## src/rtl/rst_seq_pkg.sv

```systemverilog
// Shared types and helpers for the reset sequencer: state encoding, the
// asserted level of a domain reset, and the counter width rule.
package rst_seq_pkg;

   typedef enum logic [1:0] {
      HOLD,
      RELEASE,
      RUN
   } state_t;

   localparam logic RST_ASSERTED = 1'b0;

   // Wide enough to reach the larger of the two count targets without wrapping.
   function automatic int cnt_width(input int min_assert, input int stage_gap);
      int m;
      m = (min_assert > stage_gap) ? min_assert : stage_gap;
      return $clog2(m + 1);
   endfunction

endpackage

```

## src/rtl/rst_sync_cell.sv

```systemverilog
// Single-bit multi-flop synchroniser; the synchronous reset forces every
// stage to 0 so the cell reads as "fault" until fresh samples arrive.
module rst_sync_cell #(
   parameter int STAGES = 2
) (
   input  logic clk,
   input  logic rst,
   input  logic i_d,
   output logic o_q
);

   (* ASYNC_REG = "TRUE" *) logic [STAGES-1:0] r_sync;

   // NOTE: sequential state uses non-blocking assignments so every flop samples pre-edge values.
   always_ff @(posedge clk) begin
      if (rst) begin
         r_sync <= '0;
      end else begin
         r_sync <= {r_sync[STAGES-2:0], i_d};
      end
   end

   assign o_q = r_sync[STAGES-1];

endmodule

```

## src/rtl/reset_sequencer.sv

```systemverilog
// Synchronises reset requests and PLL lock, then releases the domain resets
// in order with programmable gaps. Optional macro RST_SEQ_CAUSE_EN adds
// sticky fault-cause reporting (rst_cause) and a fault counter (fault_cnt).
module reset_sequencer
   import rst_seq_pkg::*;
#(
   parameter int NUM_REQ     = 2,
   parameter int NUM_OUT     = 3,
   parameter int SYNC_STAGES = 2,
   parameter int MIN_ASSERT  = 16,
   parameter int STAGE_GAP   = 8
) (
   input  logic               clk,
   input  logic               rst,
   input  logic [NUM_REQ-1:0] rst_req_n,
   input  logic               locked,
   output logic [NUM_OUT-1:0] rst_out_n,
`ifdef RST_SEQ_CAUSE_EN
   output logic [NUM_REQ:0]   rst_cause,
   output logic [7:0]         fault_cnt,
`endif
   output logic               seq_done
);

   localparam int CNT_W = cnt_width(MIN_ASSERT, STAGE_GAP);
   localparam int IDX_W = $clog2(NUM_OUT + 1);

   // Bit NUM_REQ carries the lock input; 1 on every bit means "clean".
   logic [NUM_REQ:0] w_sync_n;
   logic             w_fault;

   for (genvar i = 0; i < NUM_REQ; i++) begin : g_req_sync
      rst_sync_cell #(.STAGES(SYNC_STAGES)) u_sync (
         .clk (clk),
         .rst (rst),
         .i_d (rst_req_n[i]),
         .o_q (w_sync_n[i])
      );
   end

   rst_sync_cell #(.STAGES(SYNC_STAGES)) u_lock_sync (
      .clk (clk),
      .rst (rst),
      .i_d (locked),
      .o_q (w_sync_n[NUM_REQ])
   );

   assign w_fault = ~&w_sync_n;

   state_t             r_state, w_state_nxt;
   logic [CNT_W-1:0]   r_cnt, w_cnt_nxt;
   logic [IDX_W-1:0]   r_idx, w_idx_nxt;
   logic [NUM_OUT-1:0] r_rst_out_n, w_rst_out_n_nxt;

   // NOTE: every always_comb output gets a default first so no path can infer a latch.
   always_comb begin
      w_state_nxt     = r_state;
      w_cnt_nxt       = r_cnt;
      w_idx_nxt       = r_idx;
      w_rst_out_n_nxt = {NUM_OUT{RST_ASSERTED}};

      if (w_fault) begin
         w_state_nxt = HOLD;
         w_cnt_nxt   = '0;
         w_idx_nxt   = '0;
      end else begin
         case (r_state)
            HOLD: begin
               if (r_cnt == CNT_W'(MIN_ASSERT - 1)) begin
                  w_state_nxt = RELEASE;
                  w_cnt_nxt   = '0;
                  w_idx_nxt   = '0;
               end else begin
                  w_cnt_nxt = r_cnt + CNT_W'(1);
               end
            end
            RELEASE: begin
               // Stages up to and including idx are released; the output flop adds the cycle of lag.
               for (int k = 0; k < NUM_OUT; k++) begin
                  if (IDX_W'(k) <= r_idx) w_rst_out_n_nxt[k] = ~RST_ASSERTED;
               end
               if (r_idx == IDX_W'(NUM_OUT - 1)) begin
                  w_state_nxt = RUN;
                  w_cnt_nxt   = '0;
                  w_idx_nxt   = '0;
               end else if (r_cnt == CNT_W'(STAGE_GAP - 1)) begin
                  w_idx_nxt = r_idx + IDX_W'(1);
                  w_cnt_nxt = '0;
               end else begin
                  w_cnt_nxt = r_cnt + CNT_W'(1);
               end
            end
            RUN: begin
               w_rst_out_n_nxt = {NUM_OUT{~RST_ASSERTED}};
            end
            default: begin
               w_state_nxt = HOLD;
               w_cnt_nxt   = '0;
               w_idx_nxt   = '0;
            end
         endcase
      end
   end

   always_ff @(posedge clk) begin
      if (rst) begin
         r_state     <= HOLD;
         r_cnt       <= '0;
         r_idx       <= '0;
         r_rst_out_n <= {NUM_OUT{RST_ASSERTED}};
      end else begin
         r_state     <= w_state_nxt;
         r_cnt       <= w_cnt_nxt;
         r_idx       <= w_idx_nxt;
         r_rst_out_n <= w_rst_out_n_nxt;
      end
   end

   assign rst_out_n = r_rst_out_n;
   assign seq_done  = (r_state == RUN);

`ifdef RST_SEQ_CAUSE_EN
   logic [NUM_REQ:0] r_cause;
   logic [7:0]       r_fault_cnt;

   always_ff @(posedge clk) begin
      if (rst) begin
         r_cause     <= '0;
         r_fault_cnt <= '0;
      end else begin
         if (w_fault) begin
            r_cause <= r_cause | ~w_sync_n;
         end else if (r_state == HOLD && w_state_nxt == RELEASE) begin
            r_cause <= '0;
         end
         // Only drops out of an active sequence count; faults while already holding do not.
         if (w_fault && r_state != HOLD && r_fault_cnt != 8'hFF) begin
            r_fault_cnt <= r_fault_cnt + 8'd1;
         end
      end
   end

   assign rst_cause = r_cause;
   assign fault_cnt = r_fault_cnt;
`endif

endmodule

```

## config.mk

```make
export PLATFORM = sky130hd
export DESIGN_NAME = reset_sequencer
export DESIGN_NICKNAME = d
export VERILOG_FILES = /design/src/rtl/rst_seq_pkg.sv /design/src/rtl/rst_sync_cell.sv /design/src/rtl/reset_sequencer.sv
export SDC_FILE = /design/constraint.sdc
export NUM_CORES = 1
export LEC_CHECK = 0
export ABC_AREA = 1
export CORE_UTILIZATION = 56
export CTS_BUF_LIST = sky130_fd_sc_hd__clkbuf_16
export CTS_CLUSTER_DIAMETER = 100
export DETAILED_ROUTE_END_ITERATION = 8
export MAX_ROUTING_LAYER = met4
export PLACE_DENSITY = 0.77
export SYNTH_ARGS = -nofsm -noshare
export SYNTH_HDL_FRONTEND = slang
export SYNTH_HIERARCHICAL = 1
export SYNTH_SLANG_ARGS = --single-unit
```

## constraint.sdc

```tcl
create_clock -name clk -period 4.28 [get_ports clk]
set_input_delay 0.642 -clock clk [delete_from_list [all_inputs] [get_ports clk]]
set_output_delay 0.642 -clock clk [all_outputs]
set_load 0.02 [all_outputs]
```

* Word-level counts from Yosys, hierarchy flattened
Cells that the tools add are included.
** Word-level totals
- Register bits :: 18
- Bits of input ports :: 5
- Output and inout bits :: 4
- Word-level logic and storage cells :: 42
** Operators by class
- Add/subtract/negate cells :: 2
- $lt $le $gt $ge :: 3
- Eq/ne operators :: 8
- Mux-type cells :: 15
- Bitwise operators :: 2
- Reduce and logical (&&, ||, !) cells :: 5
** Operators by type and width (count)
- two-way mux 5 bit :: 3
- case mux 5 bit (3 select lines) :: 1
- case mux 2 bit (3 select lines) :: 2
- two-way mux 2 bit :: 5
- AND reduction 3 bit :: 3
- case mux 3 bit (2 select lines) :: 1
- adder 5 x 1 -> 5 bit (second input constant) :: 1
- == test 5 x 3 -> 1 bit (second input constant) :: 1
- == test 5 x 4 -> 1 bit (second input constant) :: 1
- == test 2 bit (second input constant) :: 2
- <= comparator 1 x 2 -> 1 bit (first input constant) :: 2
- inequality test 2 bit (second input constant) :: 2
- two-way mux 1 bit :: 3
- inequality test 3 bit (second input constant) :: 1
- adder 2 x 1 -> 2 bit (second input constant) :: 1
- == test 2 x 1 -> 1 bit (second input constant) :: 1
- <= comparator 2 bit (first input constant) :: 1
- zero test 2 bit :: 1
- NOT 1 bit :: 2
- OR reduction 2 bit :: 1

* Longest topological paths before layout
- Word-level depth :: 4
- Gate-level depth with buffers :: 12
- Mapped depth without buffers :: 12

* By module
Netlist, hierarchy kept.
** By module, submodules not included
- reset_sequencer :: instances 1, cells each 93, area each 650.6 sq um, seq. area each 240.2 sq um
- rst_sync_cell :: instances 3, cells each 6, area each 55.1 sq um, seq. area each 40.0 sq um

* Worst setup path before layout
OpenSTA, ideal clock, no wires.
- Kind :: register -> register
- Start point :: reg r_cnt[0]
- End point :: reg r_idx[1]
- Setup time :: 0.116 ns
- Arrival time :: 1.335 ns
- Data required time :: 4.164 ns
- Slack :: 2.829 ns
- Stages on the path, launching flop included :: 12
- Buffers on the path :: 0
- Period minus slack after synthesis :: 1.451 ns
- Path through :: dfxtp_1 > ha_1 > nand2_1 > nor2_1 > ha_1 > inv_1 > nand2_1 > nand2_1 > inv_1 > nand2_1 > o21ai_0 > nor2_1
** On the way
- Cells in the longest elaborated chain, start to end :: 3
- Elaborated cells between the ends (all ways) :: 5
- Classes of those cells :: eq/ne (4); reduce/logical (1)
** Ends and longest elaborated chain
- start: declaration :: RTL line reset_sequencer.sv:51 : logic [CNT_W-1:0] r_cnt, w_cnt_nxt;
- start signal: assignment :: RTL line reset_sequencer.sv:113 : r_cnt <= w_cnt_nxt;
- == test 5 x 3 -> 1 bit or == test 5 x 4 -> 1 bit (tied branches) :: RTL line reset_sequencer.sv:86, reset_sequencer.sv:69
- inequality test 3 bit (no line) or inequality test 2 bit (tied branches)
- AND reduction 3 bit (no line) (*)
- end signal: assignment :: RTL line reset_sequencer.sv:114 : r_idx <= w_idx_nxt;
- end: declaration :: RTL line reset_sequencer.sv:52 : logic [IDX_W-1:0] r_idx, w_idx_nxt;
Mark *: on every way between the ends. The rest lies on a longest branch, timed or not.
A chain may end at the register's enable or synchronous reset.

* Worst setup path after layout
- Start point :: reg r_state[0]
- End point :: out seq_done
** On the way
- Cells in the longest elaborated chain, start to end :: 1
** Ends and longest elaborated chain
- start: declaration :: RTL line reset_sequencer.sv:50 : state_t r_state, w_state_nxt;
- start signal: assignment :: RTL line reset_sequencer.sv:112 : r_state <= w_state_nxt;
- == test 2 bit :: RTL line reset_sequencer.sv:120 : assign seq_done = (r_state == RUN);
- end: declaration :: RTL line reset_sequencer.sv:22 : output logic seq_done
No other way between the ends.

==> impl_metrics.ini <==
[drt]
drt-total-wl_um = 1425
ant_nets = 0
routed_via_density = 4.862
dr.pass1.iters = 5
drc_errors = 0
first_iter_violations = 13
wire_per_inst_um = 10.33
via_count = 671

[synthesis]
yosys-mux-area-fraction = 0
ys.flop_type = dfxtp_1
ys_seq_area_frac = 0.4417
synth_area_per_cell_um2 = 7.349
synth_compound_area_frac = 0.09816
synthTopCellsByArea = dfxtp_1, inv_1, ha_1, nand2_1, nor2_1
synthXorXnorAreaFrac = 0
synth_fp_nets = 122
synth_top_cell_area_share = 0.4417
yosys_warnings = 6
synthesis.area_um2 = 815.8
yosys.area_share.simple = 0.2577
synth-edff-count = 0
synthCells = 111
netlist_top_cells_count = inv_1, dfxtp_1, nand2_1
synth_fa_ha_area_frac = 0.09202
postSynth.asyncResetShare = 0
synth_most_common_cell = inv_1
ys_types = 17
ys_ff_latch = 18
synth_top_family_by_area = simple AND/OR/NAND/NOR gates
synth_top_cell_by_area = dfxtp_1

[placed_design]
dpl_worst_slack_ns = 2.267
dp_hpwl_um = 1075
portBuffers = 8
gp_congestion = 0.7918

[global_routing]
gr-total-overflow = 0
grt_pass1_wl_um = 2145
grt_use_total = 0.2132
antenna_found_initial = 0
grt_pass1_vias = 527
grt_max_degree = 11

[worst_hold_path]
holdPathStages = 2
min_path_type = reg -> reg

[cells_and_area]
antenna_cells = 0
final_util = 0.7448
area_growth_pct = 21.78
fin_nets = 135
drive_above_1_share = 0.08130

[timing]
maxSlewViolCount = 0
slew_headroom = 0.7954
worst_slack_ns = 1.999
hold_violations = 0
grt_setup_unrepaired = no
fmax_mhz = 438.3
min_period_ns = 2.281
finalSetupViolCount = 0
fin_setup_tns_ns = 0
worst_slew_pin_slew_ns = 0.3070
holdWs_ns = 0.4007
period_share = 0.5331
clock-skew-final_ns = 0.002385

[clocking]
root_buffer = clkbuf_16
cts_sinks = 18
holdBufCountCts = 0
clk_pin_slew_ns = 0.05
numCtsBuffers = 3
htreeDepth = 1
clockBufferDepth = 2
cts_setup_buffers = 0
cts_resized = 0
worstSkewPairLatency_ns = 0.24
cts_tree = done

[power_and_ir_drop]
peakVddDrop_mv = 0.4652
power_density_nw_per_um2 = 361.2
p_leak_uw = 0.0004375

[floorplanning]
start_util = 0.6116
coreArea_um2 = 1334
die_h_um = 40.17
dieArea_um2 = 1613
num_io_pins = 9
num_rows = 13
die_x_um = 40.17

[worst_setup_path]
worstPathArrival_ns = 1.64
startpoint_type = flop
path_class = reg -> out
reg2reg_depth = 11
cp.required_ns = 3.64
crit_fanout = 8
worst_setup_path_end_kind = output pin

[status]
status = complete, no violations

[run]
drv_cap = 0
==> metrics by stage <==
step / total power (µW) / cells / cell area, µm²
floorplan: 176.8 / 111 / 815.8
global placement: 181.4 / 134 / 914.6
detailed placement: 181.5 / 134 / 914.6
CTS: 363.2 / 138 / 993.5
global route: 373.5 / 138 / 993.5
finish: 358.9 / 138 / 993.5
==> sequential cells by signal, indices dropped and copies added, names as in the netlist <==
signal                    count
g_req_sync.u_sync/r_sync      4
r_cnt                         5
r_idx                         2
r_state                       2
rst_out_n                     3
u_lock_sync/r_sync            2
==> kinds of logic after synthesis <==
group | Yosys count
buffers and inverters | 24
and+or+nand+nor | 48
adders and majority gates | 6
AOI/OAI and AO/OA | 15
DFF | 18
==> critical path: stages, from the launching register on <==
cell and delay, ns:
dfxtp_1 0.32, inv_1 0.08, ha_1 0.33, clkdlybuf4s50_1 0.66
==> area by class of cell <==
class	instances	area, µm²
multi-input cells	69	365.4
flip-flops and latches	18	360.3
fillers	112	340.3
inverters	24	90.09
repair buffers	8	80.08
clock buffers	3	75.07
well taps	15	18.77
clock inverters	1	3.754
==> placed cells by master (no fill, tap or decap), types with 2 or more instances in the layout <==
master	count
nand3_1	5
ha_1	6
o21ai_0	2
nor3_1	2
nand2_1	18
clkbuf_16	3
nand2_2	4
nor2_1	16
a21oi_1	10
dfxtp_1	18
clkdlybuf4s50_1	8
inv_1	23
==> report_power, final <==
| part | total, µW | internal, µW | switching [µW] | leakage (µW) |
|---|---|---|---|---|
| clock network | 181 | 124 | 56.9 | 0.0000385 |
| logic | 6.85 | 4.25 | 2.59 | 0.000253 |
| registers | 171 | 171 | 0.700 | 0.000146 |
| total | 359 | 299 | 60.2 | 0.000438 |
==> metal layers <==
| layer | wire (µm) | GRT usage | part of all wire |
|---|---|---|---|
| met5 | 0 | - | 0 |
| met1 | 684 | 0.2405 | 0.48 |
| met3 | 50 | 0.1000 | 0.035 |
| met4 | 0 | 0.02586 | 0 |
| met2 | 690 | 0.3508 | 0.48 |
==> final timing paths <==
| path | endpoint | start | slack, ns |
|---|---|---|---|
| max | seq_done | r_state[0] | 2.00 |
| min | g_req_sync[1].u_sync/r_sync[1] | g_req_sync[1].u_sync/r_sync[0] | 0.40 |
| max reg2reg | r_idx[1] | r_cnt[0] | 2.61 |
| min reg2reg | g_req_sync[1].u_sync/r_sync[1] | g_req_sync[1].u_sync/r_sync[0] | 0.40 |
No activity file was read; power rests on OpenSTA's default activity.
